$ cat src/rtl/multi_alarm_clock.sv
// Multi-slot BCD alarm clock: 24h time-of-day counter with a manual set mode,
// N programmable alarm slots and a ring / snooze / stop state machine.
module multi_alarm_clock #(
  parameter int N_ALARMS   = 4,
  parameter int TICK_DIV   = 1000,
  parameter int RING_SEC   = 60,
  parameter int SNOOZE_MIN = 5
) (
  input  logic        clk_1khz,
  input  logic        rst_n,
  input  logic        set_en,
  input  logic        switch,
  input  logic        add,
  input  logic        alm_wr,
  input  logic [2:0]  alm_idx,
  input  logic [7:0]  alm_hh,
  input  logic [7:0]  alm_mm,
  input  logic        alm_en,
  input  logic        snooze,
  input  logic        stop,
  output logic [31:0] out,
  output logic        ringing,
  output logic [2:0]  ring_idx
);

  localparam int               CNT_W     = (TICK_DIV > 1) ? $clog2(TICK_DIV) : 1;
  localparam logic [CNT_W-1:0] CNT_MAX   = CNT_W'(TICK_DIV - 1);
  localparam logic [7:0]       RING_LAST = 8'(RING_SEC - 1);
  localparam logic [1:0]       SEL_HH    = 2'd0;
  localparam logic [1:0]       SEL_MM    = 2'd1;
  localparam logic [1:0]       SEL_SS    = 2'd2;

  typedef enum logic [1:0] {
    IDLE   = 2'd0,
    RING   = 2'd1,
    SNOOZE = 2'd2
  } state_e;

  function automatic logic [7:0] bcd_inc(input logic [7:0] v, input logic [7:0] last);
    logic [7:0] r;
    if (v == last) begin
      r = 8'h00;
    end else if (v[3:0] == 4'd9) begin
      r = {v[7:4] + 4'd1, 4'd0};
    end else begin
      r = v + 8'd1;
    end
    return r;
  endfunction

  function automatic logic bcd_ok(input logic [7:0] v, input logic [7:0] last);
    return (v[7:4] <= 4'd9) && (v[3:0] <= 4'd9) && (v <= last);
  endfunction

  function automatic logic [6:0] bcd2bin(input logic [7:0] v);
    return 7'(v[7:4]) * 7'd10 + 7'(v[3:0]);
  endfunction

  function automatic logic [7:0] bin2bcd(input logic [6:0] b);
    logic [3:0] tens;
    logic [3:0] ones;
    tens = 4'(b / 7'd10);
    ones = 4'(b - 7'(tens) * 7'd10);
    return {tens, ones};
  endfunction

  logic [CNT_W-1:0] cnt_q, cnt_d;
  logic [7:0]       hh_q, hh_d, mm_q, mm_d, ss_q, ss_d;
  logic [7:0]       hh_adv, mm_adv, ss_adv;
  logic [1:0]       field_q, field_d, field_cur;
  logic             set_en_q;
  logic             sec_tick, at_minute;

  logic [7:0]       slot_hh_q [N_ALARMS];
  logic [7:0]       slot_hh_d [N_ALARMS];
  logic [7:0]       slot_mm_q [N_ALARMS];
  logic [7:0]       slot_mm_d [N_ALARMS];
  logic             slot_en_q [N_ALARMS];
  logic             slot_en_d [N_ALARMS];
  logic             wr_ok;
  logic             match;
  logic [2:0]       match_idx;

  state_e           state_q, state_d;
  logic [7:0]       ring_sec_q, ring_sec_d;
  logic [2:0]       ring_idx_q, ring_idx_d;
  logic             ringing_q, ringing_d;
  logic [7:0]       tgt_hh_q, tgt_hh_d, tgt_mm_q, tgt_mm_d;
  logic [6:0]       snz_mm_bin, snz_hh_bin;
  logic             disable_hit;

  assign sec_tick  = !set_en && (cnt_q == CNT_MAX);
  assign at_minute = sec_tick && (ss_adv == 8'h00);

  // Time one second ahead of the current value, used both for counting and for matching.
  always_comb begin
    ss_adv = bcd_inc(ss_q, 8'h59);
    mm_adv = mm_q;
    hh_adv = hh_q;
    if (ss_q == 8'h59) begin
      mm_adv = bcd_inc(mm_q, 8'h59);
      if (mm_q == 8'h59) begin
        hh_adv = bcd_inc(hh_q, 8'h23);
      end
    end
  end

  always_comb begin
    cnt_d     = cnt_q;
    hh_d      = hh_q;
    mm_d      = mm_q;
    ss_d      = ss_q;
    field_d   = field_q;
    field_cur = (set_en && !set_en_q) ? SEL_HH : field_q;
    if (set_en) begin
      cnt_d   = '0;
      field_d = field_cur;
      if (switch) begin
        field_d = (field_cur == SEL_SS) ? SEL_HH : field_cur + 2'd1;
      end
      if (add) begin
        case (field_cur)
          SEL_HH:  hh_d = bcd_inc(hh_q, 8'h23);
          SEL_MM:  mm_d = bcd_inc(mm_q, 8'h59);
          default: ss_d = bcd_inc(ss_q, 8'h59);
        endcase
      end
    end else if (sec_tick) begin
      cnt_d = '0;
      hh_d  = hh_adv;
      mm_d  = mm_adv;
      ss_d  = ss_adv;
    end else begin
      cnt_d = cnt_q + CNT_W'(1);
    end
  end

  assign wr_ok = alm_wr && (int'(alm_idx) < N_ALARMS) &&
                 bcd_ok(alm_hh, 8'h23) && bcd_ok(alm_mm, 8'h59);

  always_comb begin
    for (int i = 0; i < N_ALARMS; i++) begin
      slot_hh_d[i] = slot_hh_q[i];
      slot_mm_d[i] = slot_mm_q[i];
      slot_en_d[i] = slot_en_q[i];
      if (wr_ok && (alm_idx == 3'(i))) begin
        slot_hh_d[i] = alm_hh;
        slot_mm_d[i] = alm_mm;
        slot_en_d[i] = alm_en;
      end
    end
  end

  // Scan from the top so the lowest matching slot is the one left standing.
  always_comb begin
    match     = 1'b0;
    match_idx = 3'd0;
    for (int i = N_ALARMS - 1; i >= 0; i--) begin
      if (at_minute && slot_en_q[i] && (slot_hh_q[i] == hh_adv) && (slot_mm_q[i] == mm_adv)) begin
        match     = 1'b1;
        match_idx = 3'(i);
      end
    end
  end

  always_comb begin
    snz_mm_bin = bcd2bin(mm_q) + 7'(SNOOZE_MIN);
    snz_hh_bin = bcd2bin(hh_q);
    if (snz_mm_bin >= 7'd60) begin
      snz_mm_bin = snz_mm_bin - 7'd60;
      snz_hh_bin = (snz_hh_bin == 7'd23) ? 7'd0 : snz_hh_bin + 7'd1;
    end
  end

  assign disable_hit = wr_ok && !alm_en && (alm_idx == ring_idx_q);

  always_comb begin
    state_d    = state_q;
    ring_sec_d = ring_sec_q;
    ring_idx_d = ring_idx_q;
    tgt_hh_d   = tgt_hh_q;
    tgt_mm_d   = tgt_mm_q;
    case (state_q)
      IDLE: begin
        if (match) begin
          state_d    = RING;
          ring_idx_d = match_idx;
          ring_sec_d = 8'd0;
        end
      end
      RING: begin
        if (stop) begin
          state_d = IDLE;
        end else if (snooze) begin
          state_d  = SNOOZE;
          tgt_hh_d = bin2bcd(snz_hh_bin);
          tgt_mm_d = bin2bcd(snz_mm_bin);
        end else if (sec_tick) begin
          if (ring_sec_q == RING_LAST) begin
            state_d = IDLE;
          end else begin
            ring_sec_d = ring_sec_q + 8'd1;
          end
        end
      end
      SNOOZE: begin
        if (stop) begin
          state_d = IDLE;
        end else if (at_minute && (hh_adv == tgt_hh_q) && (mm_adv == tgt_mm_q)) begin
          state_d    = RING;
          ring_sec_d = 8'd0;
        end
      end
      default: state_d = IDLE;
    endcase
    // Disabling the active slot silences it whatever else happens this cycle.
    if ((state_q != IDLE) && disable_hit) begin
      state_d = IDLE;
    end
    ringing_d = (state_d == RING);
  end

  always_ff @(posedge clk_1khz) begin
    if (!rst_n) begin
      cnt_q      <= '0;
      hh_q       <= 8'h00;
      mm_q       <= 8'h00;
      ss_q       <= 8'h00;
      field_q    <= SEL_HH;
      set_en_q   <= 1'b0;
      state_q    <= IDLE;
      ring_sec_q <= 8'd0;
      ring_idx_q <= 3'd0;
      ringing_q  <= 1'b0;
      tgt_hh_q   <= 8'h00;
      tgt_mm_q   <= 8'h00;
      for (int i = 0; i < N_ALARMS; i++) begin
        slot_hh_q[i] <= 8'h00;
        slot_mm_q[i] <= 8'h00;
        slot_en_q[i] <= 1'b0;
      end
    end else begin
      cnt_q      <= cnt_d;
      hh_q       <= hh_d;
      mm_q       <= mm_d;
      ss_q       <= ss_d;
      field_q    <= field_d;
      set_en_q   <= set_en;
      state_q    <= state_d;
      ring_sec_q <= ring_sec_d;
      ring_idx_q <= ring_idx_d;
      ringing_q  <= ringing_d;
      tgt_hh_q   <= tgt_hh_d;
      tgt_mm_q   <= tgt_mm_d;
      for (int i = 0; i < N_ALARMS; i++) begin
        slot_hh_q[i] <= slot_hh_d[i];
        slot_mm_q[i] <= slot_mm_d[i];
        slot_en_q[i] <= slot_en_d[i];
      end
    end
  end

  assign out      = {hh_q, mm_q, ss_q, 6'b0, field_q};
  assign ringing  = ringing_q;
  assign ring_idx = ring_idx_q;

endmodule

$ cat config.mk
export PLATFORM = sky130hd
export DESIGN_NAME = multi_alarm_clock
export DESIGN_NICKNAME = d
export VERILOG_FILES = /design/src/rtl/multi_alarm_clock.sv
export SDC_FILE = /design/constraint.sdc
export NUM_CORES = 1
export LEC_CHECK = 0
export ABC_AREA = 1
export BUFFER_PORTS_ARGS = -buffer_cell sky130_fd_sc_hd__buf_2
export CAP_MARGIN = 20
export CORE_MARGIN = 2
export CORE_UTILIZATION = 54
export CTS_CLUSTER_SIZE = 12
export DETAILED_ROUTE_END_ITERATION = 16
export HOLD_SLACK_MARGIN = 0.08
export PLACE_DENSITY_LB_ADDON = 0.2
export SYNTH_ARGS = -nofsm -noshare
export SYNTH_HDL_FRONTEND = slang
export SYNTH_SLANG_ARGS = --single-unit
$ cat constraint.sdc
create_clock -name clk_1khz -period 7.1 [get_ports clk_1khz]
set_input_delay 0.355 -clock clk_1khz [delete_from_list [all_inputs] [get_ports clk_1khz]]
set_output_delay 0.355 -clock clk_1khz [all_outputs]
set_load 0.01 [all_outputs]
==> results of run 1 <==
-- kinds of logic (layout without fill, tap and decap cells) --
logic type | Yosys count | in the layout | synth area share
simple gates | 608 | 608 | 0.305
compound gates | 263 | 263 | 0.171
buf+inv | 206 | 259 | 0.0948
flops | 134 | 134 | 0.306
xor+xnor | 56 | 56 | 0.0553
fa+ha+maj | 44 | 44 | 0.0671
other cells | 1 | 7 | 0.000423
mux | 1 | 1 | 0.00127
-- registers in the layout (all words and copies together) (netlist names) --
signal,flops
slot_hh_q,32
field_q,2
slot_en_q,4
state_q,2
ring_sec_q,8
tgt_mm_q,8
slot_mm_q,32
ss_q,8
cnt_q,10
hh_q,8
mm_q,8
tgt_hh_q,8
set_en_q,1
ring_idx,2
ringing,1
-- synth_stat cells (all sizes together) (19+ instances only) --
cell,instances,share of area
nand2,265,0.12
nor2,185,0.084
inv,160,0.068
o21ai,136,0.085
dfxtp,131,0.30
nand3,91,0.057
a21oi,79,0.046
xor2,40,0.039
ha,38,0.054
clkbuf,29,0.012
nand4,21,0.015
nor3,19,0.011
-- final timing paths --
check                              start          end  slack [ns]  depth (start not counted)
worst min-delay path              switch   field_q[0]        0.20                          3
worst min register to register  cnt_q[0]     cnt_q[0]        0.46                          1
worst max-delay path             mm_q[4]  tgt_mm_q[3]        1.82                         34
worst max register to register   mm_q[4]  tgt_mm_q[3]        1.82                         34
-- critical path, delay by kind of cell, from the launching register on --
| family | cells | cell delay (ns) |
|---|---|---|
| fa+ha+maj | 7 | 2.03 |
| compound gates | 1 | 0.18 |
| flops | 1 | 0.50 |
| simple gates | 20 | 1.92 |
| buf+inv | 5 | 0.35 |
| xor+xnor | 1 | 0.18 |
-- layout make-up --
type / count / area [µm²] / area share
multi-input cells: 979 / 5360 / 0.541
flip-flops and latches: 134 / 2710 / 0.274
inverters: 164 / 621 / 0.0627
clock buffers: 26 / 519 / 0.0524
repair buffers: 63 / 333 / 0.0336
well taps: 216 / 270 / 0.0273
clock inverters: 6 / 88.8 / 0.00897
-- per-layer routing --
| metal | share of wire | wire, µm | vias to the layer above |
|---|---|---|---|
| met5 | 0 | 0 | - |
| met4 | 0.021 | 473 | 0 |
| met3 | 0.065 | 1490 | 38 |
| met2 | 0.47 | 10800 | 272 |
| met1 | 0.44 | 10200 | 3944 |
| li1 | - | - | 4390 |
-- stage by stage --
stage	hold slack, ns	cells	util	setup WS (ns)
floorplan	0.418	1319	-	2.39
global placement	0.428	1556	0.581	2.09
detailed placement	0.444	1556	0.581	1.90
CTS	0.192	1588	0.619	1.83
global route	0.224	1588	0.619	1.25
finish	0.200	1588	0.619	1.82
-- where the power goes --
group	switching, W	internal [W]	leakage (nW)
Clock	0.000329	0.000573	0.293
Sequential	0.0000140	0.000763	1.09
Combinational	0.000184	0.000101	3.24
Total	0.000527	0.00144	4.62
==> impl_metrics.env, run 1 <==
export IMPL_status="complete, no violations"
export IMPL_fin_nets=1431
export IMPL_cp_max_fo=15
export IMPL_cts_resized=0
export IMPL_gr_total_overflow=0
export IMPL_drive_above_1_share=0.114
export IMPL_path_clk_slew_ns=0.06
export IMPL_final_common_cell="nand2_1"
export IMPL_crit_type="flop to flop"
export IMPL_ctsHoldBuffers=0
export IMPL_num_antenna_cells=0
export IMPL_synth_top_flop_cell="dfxtp_1"
export IMPL_hpwl_um=16500
export IMPL_portBuffers=56
export IMPL_rsz0062_at_grt="no"
export IMPL_drc=0
export IMPL_num_rows=46
export IMPL_cts_tree="yes"
export IMPL_ys_types=55
export IMPL_min_period_ns=5.28
export IMPL_firstDrtPassIters=5
export IMPL_start_util=0.555
export IMPL_antenna_found_initial=0
export IMPL_maxCapViolCount=0
export IMPL_p_per_area_nw_per_um2=198
export IMPL_grtUsageMet1=0.351
export IMPL_cts_setup_buffers=0
export IMPL_cpMaxStageDelayCell="dfxtp_1"
export IMPL_yosys_warnings=0
export IMPL_grt_max_degree=91
export IMPL_worst_pin_slew_ns=1.07
export IMPL_die_x_um=132
export IMPL_post_drt_wl_per_cell_um=14.5
export IMPL_die_h_um=132
export IMPL_vias_per_cell=5.44
export IMPL_ys_ff_latch=134
export IMPL_p_leak_nw=4.62
export IMPL_crit_top_cell="nand2_1"
export IMPL_place_congestion=0.828
export IMPL_fmax_mhz=189
export IMPL_io_pin_count=64
export IMPL_grt_pass1_vias=7883
export IMPL_crit_path_max_incr_delay_ns=0.50
export IMPL_hold_violations=0
export IMPL_async_reset_ff_frac=0
export IMPL_ant_nets=0
export IMPL_cts_sinks=134
export IMPL_nFillCells=1531
export IMPL_finalPower_w=0.00196
export IMPL_finalSetupTns_ns=0
export IMPL_drt_iter0_markers=705
export IMPL_grt_pass1_wl_um=38100
export IMPL_synthCells=1313
export IMPL_finalSetupViolCount=0
export IMPL_routed_wl_um=23100
export IMPL_clk_insertion_delay_late_ns=0.42
export IMPL_crit_path_end_kind="flop"
export IMPL_place_area_um2=9300
export IMPL_syn_area_um2=8870
export IMPL_clockRootBuffer="clkbuf_16"
export IMPL_use_met2=0.444
export IMPL_die_area_um2=17500
export IMPL_worstSetupStartpointType="flop"
export IMPL_hp_class="input port to flop"
export IMPL_arrival_ns=5.58
export IMPL_htree_levels=4
export IMPL_fin_crit_sh=0.744
export IMPL_clockBufferDepth=2
export IMPL_syn_to_final_growth_pct=11.6
export IMPL_grtUsageTotal=0.266
export IMPL_seq_area_frac_synth=0.306
export IMPL_ir_worst_vdd_uv=172
export IMPL_met3_usage=0.0507
export IMPL_clock_skew_ns=0.0121
export IMPL_layout_common_cells="nand2_1 (254), nor2_1 (178), inv_1 (151)"
export IMPL_top_usage_layer="met2"
export IMPL_core_um2=16000
export IMPL_max_slew_margin_rel=0.284
export IMPL_syn_avg_cell_area_um2=6.76
export IMPL_numCtsBuffers=17
export IMPL_synth_edf_count=3
export IMPL_final_max_slew_viol_count=0
export IMPL_crit_required_ns=7.40
export IMPL_num_vias=8644
export IMPL_stdcell_area_um2=9900
No activity file was read; power rests on OpenSTA's default activity.
==> run 2, diff against run 1 <==
--- a/config.mk
+++ b/config.mk
@@ -5,7 +5,7 @@
 export SDC_FILE = /design/constraint.sdc
 export NUM_CORES = 1
 export LEC_CHECK = 0
-export ABC_AREA = 1
+export ABC_AREA = 0
 export BUFFER_PORTS_ARGS = -buffer_cell sky130_fd_sc_hd__buf_2
 export CAP_MARGIN = 20
 export CORE_MARGIN = 2
==> constraint.sdc (replaced) <==
create_clock -name clk_1khz -period 4.7 [get_ports clk_1khz]
set_input_delay 0.235 -clock clk_1khz [delete_from_list [all_inputs] [get_ports clk_1khz]]
set_output_delay 0.235 -clock clk_1khz [all_outputs]
set_load 0.01 [all_outputs]
==> run 2 against run 1 <==
Against the previous run:
- clock power increased by 43%
- hold slack got worse by 0.11 ns
- via count increased by 3.6%
- routed wire length increased by 15%
- the run now ends with negative setup slack left
- design area increased by 14%
- power increased by 29%
- die area increased by 3.4%
- area after synthesis increased by 3.5%
- critical endpoint is now tgt_hh_q[3]
- largest power group unchanged
==> impl_metrics.env, run 2 <==
export IMPL_firstDrtPassIters=7
export IMPL_final_common_cell="nand2_1"
export IMPL_stdcell_area_um2=11300
export IMPL_antenna_found_initial=0
export IMPL_io_pin_count=64
export IMPL_yosys_top_cells_count="nand2_1 (139), dfxtp_1 (131), a21oi_1 (105), nor2_1 (99), xnor2_1 (56)"
export IMPL_num_vias=8951
export IMPL_wl_met3_um=1590
export IMPL_layout_common_cells="nand2_1 (137), dfxtp_1 (126), buf_4 (115)"
export IMPL_highest_layer="met4"
export IMPL_rsz0062_at_grt="yes"
export IMPL_clock_skew_ns=0.00944
export IMPL_p_leak_nw=4.64
export IMPL_rr_worst_depth=24
export IMPL_hpwl_um=18400
export IMPL_final_max_slew_viol_count=0
export IMPL_r2r_setup_slack_ns=-0.69
export IMPL_synth_edf_count=3
export IMPL_route_layer_met1_wl_um=11900
export IMPL_synth_top_flop_cell="dfxtp_1"
export IMPL_crit_required_ns=5.01
export IMPL_fmax_mhz=186
export IMPL_clockBufferDepth=2
export IMPL_drt_iter0_markers=753
export IMPL_p_per_area_nw_per_um2=224
export IMPL_finalSetupTns_ns=-2.00
export IMPL_clockRootBuffer="clkbuf_16"
export IMPL_r2r_end="tgt_hh_q[3]"
export IMPL_seq_area_frac_synth=0.295
export IMPL_syn_to_final_growth_pct=23.3
export IMPL_htree_levels=4
export IMPL_status="complete, but fails checks"
export IMPL_vias_per_cell=5.95
export IMPL_syn_avg_cell_area_um2=8.09
export IMPL_synthCells=1136
export IMPL_hp_class="input port to flop"
export IMPL_crit_type="flop to flop"
export IMPL_synth_area_leaders="dfxtp_1 (29%), a21oi_1 (5.7%), nand2_1 (5.7%)"
export IMPL_hold_end="slot_hh_q[0][0]"
export IMPL_reg_top3="slot_hh_q x32, slot_mm_q x32, cnt_q x10"
export IMPL_gr_total_overflow=0
export IMPL_cp_max_fo=5
export IMPL_portBuffers=56
export IMPL_worstSetupStartpointType="flop"
export IMPL_min_period_ns=5.39
export IMPL_place_area_um2=10300
export IMPL_finalPower_w=0.00254
export IMPL_num_antenna_cells=0
export IMPL_num_rows=47
export IMPL_fin_nets=1344
export IMPL_grt_pass1_wl_um=42100
export IMPL_nFillCells=1366
export IMPL_cts_tree="yes"
export IMPL_finalSetupViolCount=5
export IMPL_syn_area_um2=9190
export IMPL_core_um2=16600
export IMPL_met2WireLength_um=12300
export IMPL_die_h_um=134
export IMPL_ys_types=94
export IMPL_hold_depth=3
export IMPL_start_util=0.554
export IMPL_grt_max_degree=45
export IMPL_violations="negative setup slack"
export IMPL_cts_sinks=134
export IMPL_drive_above_1_share=0.232
export IMPL_regArea_um2=2730
export IMPL_hold_violations=0
export IMPL_numCtsBuffers=17
export IMPL_path_clk_slew_ns=0.06
export IMPL_grtUsageTotal=0.292
export IMPL_crit_path_end_kind="flop"
export IMPL_ys_ff_latch=134
export IMPL_async_reset_ff_frac=0
export IMPL_routed_wl_um=26500
export IMPL_reg2reg_from="mm_q[5]"
export IMPL_clk_insertion_delay_late_ns=0.42
export IMPL_hold_ws_ns=0.0945
export IMPL_multi_input_area_um2=6430
export IMPL_arrival_ns=5.70
export IMPL_worst_pin_slew_ns=1.11
export IMPL_synthMostInstantiatedCell="nand2_1"
export IMPL_drc=0
export IMPL_synth_top_cell_by_area="dfxtp_1"
export IMPL_fin_ws_ns=-0.686
export IMPL_maxCapViolCount=0
export IMPL_ant_nets=0
export IMPL_post_drt_wl_per_cell_um=17.6
export IMPL_die_x_um=134
export IMPL_hp_start="alm_hh[0]"
export IMPL_yosys_warnings=0
export IMPL_die_area_um2=18100
export IMPL_max_slew_margin_rel=0.260
export IMPL_ir_worst_vdd_uv=269
export IMPL_synth_top_area_share=0.286
export IMPL_grt_pass1_vias=8217
export IMPL_place_congestion=0.903
export IMPL_fin_crit_sh=1.15
## run 2: kinds of logic after synthesis
kind of cell	after synthesis	share of synthesized area
AO/OA/AOI/OAI	286	0.204
XOR/XNOR	101	0.0979
adder cells (fa/ha/maj)	45	0.0659
buffers and inverters	100	0.0499
flip-flops	134	0.295
multiplexers	39	0.0436
other	1	0.000408
AND/OR/NAND/NOR	430	0.243
## run 2: cell type report
type / instances / area share
Inverter: 37 / 0.0129
Sequential cell: 134 / 0.241
Timing Repair Buffer: 174 / 0.104
Tap cell: 220 / 0.0243
Multi-Input combinational cell: 908 / 0.568
Clock inverter: 11 / 0.00851
Clock buffer: 21 / 0.0416
## run 2: power by group
group          total [W]  switching [W]  internal [W]
logic           0.000100      0.0000669     0.0000331
clock network    0.00129       0.000516      0.000772
registers        0.00115     0.00000418       0.00114
total            0.00254       0.000588       0.00195
## run 2: critical path, stage by stage, from the launching register on
cell and delay, ns:
dfxtp_4 0.39, inv_4 0.05, ha_4 0.26, inv_4 0.04
fa_2 0.45, xor2_4 0.20, ha_4 0.16, a22oi_2 0.09
or4_4 0.51, a211o_1 0.29, o211ai_1 0.20, xnor2_1 0.14
a22o_1 0.24, a21oi_2 0.14, inv_2 0.06, ha_4 0.26
and2_4 0.15, o21ai_0 0.12, a21oi_1 0.19, o211ai_1 0.14
ha_2 0.21, fa_2 0.33, xor2_1 0.18, and4_1 0.20
a311o_1 0.26
## run 2: worst max path at each step
stage	start	endpoint	slack, ns	depth (start not counted)
4_1_cts	mm_q[5]	tgt_hh_q[3]	-0.48	24
3_3_place_gp	mm_q[5]	tgt_hh_q[3]	-0.64	23
3_5_place_dp	mm_q[5]	tgt_mm_q[3]	-0.83	26
6_report	mm_q[5]	tgt_hh_q[3]	-0.69	24
5_1_grt	mm_q[5]	tgt_hh_q[3]	-0.91	24
2_1_floorplan	mm_q[2]	tgt_hh_q[3]	-0.88	26
## run 2: repair_timing
item                                    in CTS  in global routing
gates resized for setup                     40                 13
hold endpoints to repair                     1                  0
setup buffers                               14                 11
endpoints found under the setup margin       7                  7
hold buffers                                 1                  0
pin swaps                                   29                  6
## run 2: through the flow
| step | worst slack (ns) | cells | util |
|---|---|---|---|
| 6_report | -0.686 | 1505 | 0.683 |
| 5_1_grt | -0.913 | 1505 | 0.683 |
| 4_1_cts | -0.481 | 1493 | 0.674 |
| 3_5_place_dp | -0.828 | 1446 | 0.619 |
| 3_3_place_gp | -0.638 | 1445 | 0.619 |
| 2_1_floorplan | -0.881 | 1142 | - |
## run 2: layer usage
layer,vias up,global-route usage
li1,4335,-
met1,4261,0.399
met4,0,0.109
met5,-,0
met2,309,0.463
met3,46,0.0488
==> run 3, diff against run 2 <==
==> constraint.sdc (replaced) <==
create_clock -name clk_1khz -period 5.5 [get_ports clk_1khz]
set_input_delay 0.275 -clock clk_1khz [delete_from_list [all_inputs] [get_ports clk_1khz]]
set_output_delay 0.275 -clock clk_1khz [all_outputs]
set_load 0.01 [all_outputs]
==> run 3 against run 2 <==
Against the previous run:
- the run still ends with negative setup slack left
- design area decreased by 3.7%
- maximum frequency decreased by 3.3%
- routed wire length decreased by 4.0%
- first-iteration DRC count increased by 7.3%
- register-to-register slack improved by 0.62 ns
- flip-flop and latch count unchanged
- utilization decreased by 2.6 points
- die area unchanged
- setup slack improved by 0.62 ns
- hold slack improved by 0.026 ns
- combinational power decreased by 15%
- power decreased by 9.8%
==> impl_metrics.env, run 3 (synthesis results as in run 2) <==
export IMPL_violations="negative setup slack"
export IMPL_num_antenna_cells=0
export IMPL_gr_total_overflow=0
export IMPL_regArea_um2=2730
export IMPL_grt_pass1_wl_um=40400
export IMPL_crit_path_end_kind="flop"
export IMPL_clockBufferDepth=2
export IMPL_clk_insertion_delay_late_ns=0.43
export IMPL_hold_violations=0
export IMPL_antenna_found_initial=0
export IMPL_die_h_um=134
export IMPL_combPwrFrac=0.037
export IMPL_die_x_um=134
export IMPL_wl_met3_um=1470
export IMPL_hpwl_um=18000
export IMPL_multi_input_area_um2=6360
export IMPL_highest_layer="met4"
export IMPL_numCtsBuffers=17
export IMPL_worst_pin_slew_ns=1.14
export IMPL_intPower_w=0.00177
export IMPL_cts_sinks=134
export IMPL_fmax_mhz=180
export IMPL_num_vias=8669
export IMPL_path_clk_slew_ns=0.06
export IMPL_nFillCells=1410
export IMPL_cp_max_fo=5
export IMPL_clock_skew_ns=0.00804
export IMPL_fin_ws_ns=-0.0689
export IMPL_place_area_um2=9950
export IMPL_cts_tree="yes"
export IMPL_drc=0
export IMPL_grtUsageTotal=0.280
export IMPL_min_period_ns=5.57
export IMPL_num_rows=47
export IMPL_reg_top3="slot_hh_q x32, slot_mm_q x32, cnt_q x10"
export IMPL_worstSetupStartpointType="flop"
export IMPL_drive_above_1_share=0.193
export IMPL_route_layer_met1_wl_um=11700
export IMPL_post_drt_wl_per_cell_um=17.5
export IMPL_portBuffers=56
export IMPL_max_slew_margin_rel=0.239
export IMPL_firstDrtPassIters=5
export IMPL_crit_required_ns=5.81
export IMPL_status="complete, but fails checks"
export IMPL_maxCapViolCount=0
export IMPL_power_switching_share=0.227
export IMPL_io_pin_count=64
export IMPL_routed_wl_um=25400
export IMPL_hp_class="input port to flop"
export IMPL_ant_nets=0
export IMPL_fin_nets=1290
export IMPL_finalSetupViolCount=1
export IMPL_core_um2=16600
export IMPL_htree_levels=4
export IMPL_seq_power_share=0.428
export IMPL_grt_max_degree=73
export IMPL_start_util=0.554
export IMPL_grt_pass1_vias=7788
export IMPL_finalPower_w=0.00229
export IMPL_crit_type="flop to flop"
export IMPL_layout_common_cells="nand2_1 (137), dfxtp_1 (126), a21oi_1 (103)"
export IMPL_switchingPower_w=0.000519
export IMPL_p_leak_nw=4.40
export IMPL_p_per_area_nw_per_um2=210
export IMPL_met2WireLength_um=11700
export IMPL_ir_worst_vdd_uv=211
export IMPL_p_clk_frac=0.534
export IMPL_die_area_um2=18100
export IMPL_rsz0062_at_grt="yes"
export IMPL_place_congestion=0.885
export IMPL_arrival_ns=5.88
export IMPL_stdcell_area_um2=10900
export IMPL_final_max_slew_viol_count=0
export IMPL_clockRootBuffer="clkbuf_16"
export IMPL_final_common_cell="nand2_1"
export IMPL_drt_iter0_markers=808
export IMPL_fin_crit_sh=1.01
export IMPL_syn_to_final_growth_pct=18.7
export IMPL_vias_per_cell=5.97
## run 3: final timing paths
check | start | end | slack [ns] | cells past startpoint
min reg2reg | cnt_q[0] | cnt_q[0] | 0.47 | 1
min | alm_mm[4] | slot_mm_q[1][4] | 0.12 | 3
max reg2reg | mm_q[5] | tgt_hh_q[3] | -0.07 | 23
max | mm_q[5] | tgt_hh_q[3] | -0.07 | 23
## run 3: routing by layer
layer,global-route usage,up-vias
li1,-,4249
met1,0.389,4095
met2,0.444,281
met3,0.0465,44
met4,0.0895,0
met5,0,-
## run 3: cell type report
type	count	share of cell area
Multi-Input combinational cell	908	0.583
Sequential cell	134	0.250
Clock buffer	18	0.0394
Inverter	37	0.0132
Tap cell	220	0.0252
Clock inverter	14	0.0180
Timing Repair Buffer	120	0.0703
## run 3: repair_timing
item / in CTS / in global routing
hold buffers: 1 / 0
setup endpoints to repair: 2 / 3
pin swaps: 1 / 27
buffers inserted: 0 / 14
gates resized for setup: 3 / 38
hold endpoints to repair: 1 / 0
## run 3: stage by stage
| stage | std cells | hold WS (ns) | setup slack [ns] | TNS [ns] | utilization |
|---|---|---|---|---|---|
| CTS | 1437 | 0.111 | -0.00351 | -0.00351 | 0.639 |
| finish | 1451 | 0.121 | -0.0689 | -0.0689 | 0.658 |
| global route | 1451 | 0.121 | -0.199 | -0.291 | 0.658 |
| detailed placement | 1404 | 0.450 | -0.0929 | -0.0929 | 0.600 |
| floorplan | 1142 | 0.354 | -0.0824 | -0.138 | - |
| global placement | 1403 | 0.448 | 0.120 | 0 | 0.599 |
## run 3: worst max-delay path, cell delays in order, from the launching register on
cell and delay (ns):
dfxtp_4 0.37, ha_4 0.24, ha_1 0.23, fa_2 0.60, inv_2 0.07, o21a_1 0.14, or4_1 0.57, a211o_1 0.28
o211ai_1 0.18, buf_4 0.19, nor3_4 0.03, a22o_1 0.19, a21oi_2 0.13, inv_1 0.09, ha_4 0.27, and2_4 0.16
o32ai_2 0.07, o31ai_2 0.23, o211ai_1 0.17, ha_2 0.22, fa_2 0.33, xor2_1 0.18, and4_1 0.20, a311o_1 0.32
## run 3: power by group through the flow
stage,Sequential [W],Clock (W),Combinational [W]
global placement,0.00100,0,0.0000827
floorplan,0.00100,0,0.0000495
global route,0.000979,0.00128,0.0000924
CTS,0.000979,0.00123,0.0000842
finish,0.000979,0.00122,0.0000853
detailed placement,0.00100,0,0.0000831
